### config.mk
export PLATFORM = sky130hd
export DESIGN_NAME = sat_counter
export DESIGN_NICKNAME = d
export VERILOG_FILES = /design/src/rtl/sat_counter.sv
export SDC_FILE = /design/constraint.sdc
export NUM_CORES = 1
export LEC_CHECK = 0
export BUFFER_PORTS_ARGS = -buffer_cell sky130_fd_sc_hd__buf_2
export CAP_MARGIN = 20
export CORE_AREA = 4 4 41 43
export DETAILED_ROUTE_END_ITERATION = 7
export DIE_AREA = 0 0 45 47
export PLACE_DENSITY = 0.53
export SLEW_MARGIN = 20
export SYNTH_ARGS = -nofsm -noshare
export SYNTH_HDL_FRONTEND = slang
export SYNTH_SLANG_ARGS = --single-unit
### constraint.sdc
create_clock -name clk -period 2.1 [get_ports clk]
set_clock_uncertainty 0.1 [all_clocks]
set_input_delay 0 -clock clk [delete_from_list [all_inputs] [get_ports clk]]
set_output_delay 0 -clock clk [all_outputs]
set_load 0.02 [all_outputs]
### src/rtl/sat_counter.sv
// sat_counter: up counter that holds at all-ones; clr wins but still counts a coincident inc
module sat_counter #(
  parameter int ERR_WIDTH = 8
) (
  input  logic                 clk,
  input  logic                 reset,
  input  logic                 inc,
  input  logic                 clr,
  output logic [ERR_WIDTH-1:0] count
);
  always_ff @(posedge clk)
    if (reset) count <= '0;
    else if (clr) count <= ERR_WIDTH'(inc);
    else if (inc && count != '1) count <= count + 1'b1;
endmodule

# Word-level counts from Yosys, hierarchy flattened
# Cells that the tools add are included.
# totals
reg_bits	8
inputBits	4
out_inout_bits	8
# op_classes
addsub	1
eq_ne	1
muxes	2
n_reduce_logical	3
# op_table
cell	n
8-bit by 1-bit adder with 8-bit output (second input constant)	1
8-bit != test (second input constant)	1
1-bit 2-to-1 mux	2
2-bit nonzero test	1
2-bit OR reduction	1
1-bit logical AND	1

# Depth between registers and ports, before layout
# depth
depth_word	4
mapped_depth	5
ltp_nobuf	5

# Least setup slack after synthesis
# Ideal clock, no wire load.
# synth_path
path_kind	register to register
from	register count[0]
to	register count[7]
arrival_time_ns	1.472
required_time_ns	1.879
setup_slack_ns	0.408
stages_incl_launch_ff	6
path_buffers	0
synth_period_minus_slack_ns	1.692
path_cell_list	dfxtp_1 > ha_1 > and2_1 > a211oi_2 > nand4_1 > mux2_2
# synth_between
elab_chain_len	2
elab_cells_between_ends	3
cone_classes	add/sub (1); eq/ne (1); reduce/logical (1)
# synth_rtl
element	line_no	text
start: declaration	9	output logic [ERR_WIDTH-1:0] count
start signal: assignment	13	else if (clr) count <= ERR_WIDTH'(inc);
start signal: assignment	14	else if (inc && count != '1) count <= count + 1'b1;
branches (longest 2 deep; another with 8-bit by 1-bit adder with 8-bit output)	n/a	
# Parallel ways; which one is timed is not known.
# A chain may end at the register's enable or synchronous reset.

# Worst setup path in the final report
# layout_path
from	register count[0]
to	register count[0]
# layout_between
elab_chain_len	3
elab_cells_between_ends	6
cone_classes	add/sub (1); eq/ne (1); mux (2); reduce/logical (2)
# layout_rtl
element	line_no
8-bit by 1-bit adder with 8-bit output / 8-bit != test (equally long branches)	14
1-bit 2-to-1 mux / 1-bit logical AND (equally long branches)	14
1-bit 2-to-1 mux / 2-bit nonzero test (equally long branches)	n/a
# Several ways; a longest one is shown, not always the timed one. The select of a mux whose other input is x is not followed.

==> results.tsv <==
stage	metric	value	unit
global_routing	grt_max_degree	9	
floorplanning	die_area	0.00212	mm^2
setup_path	cp_max_fo	5	
timing	slew_headroom	78.3	%
detailed_routing	drt_iter0_markers	7	
setup_path	worstSetupEndpointType	flip-flop	
setup_path	cp_data_required_time	2.20	ns
synth	avgSynthCellArea	8.92	um^2
detailed_routing	drtAntennaViolNets	0	
floorplanning	rows	13	
layout	nets	69	
layout	largest_register_ffs	8	
setup_path	crit_end	count[0]	
timing	fmax	522	MHz
power	ir_drop	0.229	mV
global_routing	antenna_found_initial	0	
detailed_routing	drt_wl_total	875	um
detailed_routing	vias_per_cell	5.21	
outcome	outcome	complete, no violations	
placement	post-place-cells	71	
layout	antenna_cells	0	
layout	reg.largest.list	count (8)	
timing	rsz0062_at_grt	no	
power	leakagePower	0.208	nW
power	clock_power_share	39.8	%
flow_run	maxCapViolations	0	
setup_path	startpoint_type	flip-flop	
setup_path	cp_num_buf_inv	1	
clock_tree	clock_path_buffers	2	
synth	synth_ff_type	dfxtp_1	
setup_path	critical_path_class	reg2reg	
synth	synth_seq_area_share	39.0	%
floorplanning	die_w	45	um
clock_tree	h-tree-depth	1	
setup_path	critPathMaxStageDelay	0.56	ns
power	pwr_density_cell	565	mW/mm^2
detailed_routing	wire_per_inst	11.4	um
clock_tree	cts_sinks	8	
synth	synthArstFlopShare	0	%
detailed_routing	vias	401	
detailed_routing	drc_errors	0	
layout	utilization	41.2	%
setup_path	cp.depth	6	
placement	portBuffers	11	
synth	synth.largest_area_cell	dfxtp_1	
synth	synth_top_cell_area_share	39.0	%
min_path	hold_path_class	in2reg	
placement	hpwlAfterDp	665	um
setup_path	ff2ff_path_depth	6	
power	seqPwrFrac	51.8	%
layout	syn2layout_area_growth	30.5	%
setup_path	crit_family	buffers and inverters	
clock_tree	cts-root-buf	clkbuf_4	
global_routing	overflow	0	
floorplanning	core	0.00130	mm^2
synth	synthCells	46	
timing	period_minus_slack	1.92	ns
detailed_routing	first_pass_iters	3	
power	total_power	0.000303	W
synth	ys_types	23	
timing	setup_viol	0	
global_routing	grt_usage	10.8	%
layout	fillers	147	
layout	largest_register	count	
clock_tree	path_clk_slew	0.05	ns
timing	tightest_slew	0.324	ns
timing	period_share	91.2	%
clock_tree	cts_tree	done	
power	comb_power_share	8.5	%
setup_path	r2r_setup_slack	0.18	ns
setup_path	arrival	2.01	ns
power	swShare	23.4	%
setup_path	r2r-end	count[0]	
clock_tree	cts_inserted_buffers	3	
placement	place.gp.congestion	0.668	
power	p_sw	0.0000708	W
setup_path	crit_start	count[0]	
timing	drv_slew	0	
synth	synth_edf_count	0	
clock_tree	clk_latency	0.25	ns
layout	final-instance-count-excl-fill	77	
global_routing	grt_pass1_wl	1530	um
synth	synth_fp_nets	51	
synth	synth_seq_cells	8	
layout	multi_input_area	240	um^2
floorplanning	start_util	31.5	%
layout	seqCellArea	160	um^2
setup_path	rr_startpoint	count[0]	
power	p_int	0.000232	W
floorplanning	io_pins	12	
synth	synth_area_leaders	dfxtp_1, nand4_1, nor2_1	
global_routing	grt_pass1_vias	362	
synth	yosysWarnings	0	
floorplanning	die_h	47	um
setup_path	cp_slowest_cell	dlygate4sd3_1	
layout	drive_gt1_share	35.5	%
synth	synth_area	410	um^2
timing	hold_viol_final	0	
timing	fin_tns_setup	0	ns
setup_path	cp_cell_sequence	ha_1 > nand3_1 > o21ai_1 > or2_2 > a21oi_1 > dlygate4sd3_1	
## cells in the mapped netlist (2+ instances only)
cell / n
a211oi_1: 2
a21oi_1: 3
dfxtp_1: 8
inv_1: 3
nand3_1: 2
nand4_1: 3
nor2_1: 5
nor3_1: 3
or2_2: 2
xnor2_1: 2
## how the worst min path moves through the flow
stage	startpoint	endpoint	cells past startpoint
2_1_floorplan	reset	count[0]	1
3_3_place_gp	reset	count[0]	2
3_5_place_dp	reset	count[0]	2
4_1_cts	inc	count[2]	3
5_1_grt	inc	count[3]	3
6_report	inc	count[3]	3
## cell families (layout without fill, tap and decap cells)
family	Yosys count	count (layout)	synth area share, %
buf+inv	4	20	3.96
compound gates	10	10	18.6
flops	8	8	39.0
xor+xnor	2	2	4.27
simple gates	19	19	25.9
fa+ha+maj	1	1	3.05
mux	2	2	5.18
## final cells by class
type,instances,area share (%)
clock buffer,3,4.21
inverter,3,2.10
multi-input combinational,34,44.9
sequential,8,29.9
tap,15,3.50
timing repair buffer,14,15.4
## cells in the final DEF (no fill, tap or decap), drive strengths merged
cell type    count
nor3             3
and2             1
clkbuf           3
a21oi            3
dlygate4sd3      2
a211oi           3
buf             12
o22ai            1
dfxtp            8
nand3            2
a2111oi          1
inv              3
or2              2
o21ai            1
ha               1
mux2             1
and4             1
mux2i            1
a22oi            1
nand2            1
nand4            4
xnor2            2
nor2             5
## per-layer routing
metal | global-route usage, % | up-vias | part of all wire (%)
li1 | - | 204 | -
met5 | 0 | - | 0
met1 | 11.7 | 183 | 44
met2 | 16.1 | 9 | 47
met3 | 3.83 | 5 | 4.9
met4 | 10.5 | 0 | 4.1
## worst reg2reg max path: cells and delay by family (launching register included)
kind	cells	cell delay [ns]
buffers and inverters	1	0.56
adders and majority gates	1	0.26
DFF	1	0.34
and+or+nand+nor	2	0.38
AOI/OAI and AO/OA	2	0.21
## per-stage QoR
step	worst slack [ns]	hold WS, ns	instance area, um^2
final	0.184	0.0457	536
after global routing	0.0746	0.0565	536
after CTS	0.109	0.0260	522
after detailed placement	0.407	0.0706	479
after global placement	0.410	0.0697	479
after floorplan	0.408	-0.0309	410
## power by group through the flow
stage          sequential, W  clock, W  combinational [W]
2_1_floorplan       0.000163         0          0.0000102
3_3_place_gp        0.000160         0          0.0000215
3_5_place_dp        0.000160         0          0.0000214
4_1_cts             0.000157  0.000124          0.0000249
5_1_grt             0.000157  0.000134          0.0000289
6_report            0.000157  0.000120          0.0000256
## repair_timing
item	in CTS	in global routing
setup buffers	0	1
endpoints found under the hold margin	1	0
setup endpoints to repair	0	1
hold buffers	2	0
gates resized for setup	0	2
(Power assumes the default switching activity.)
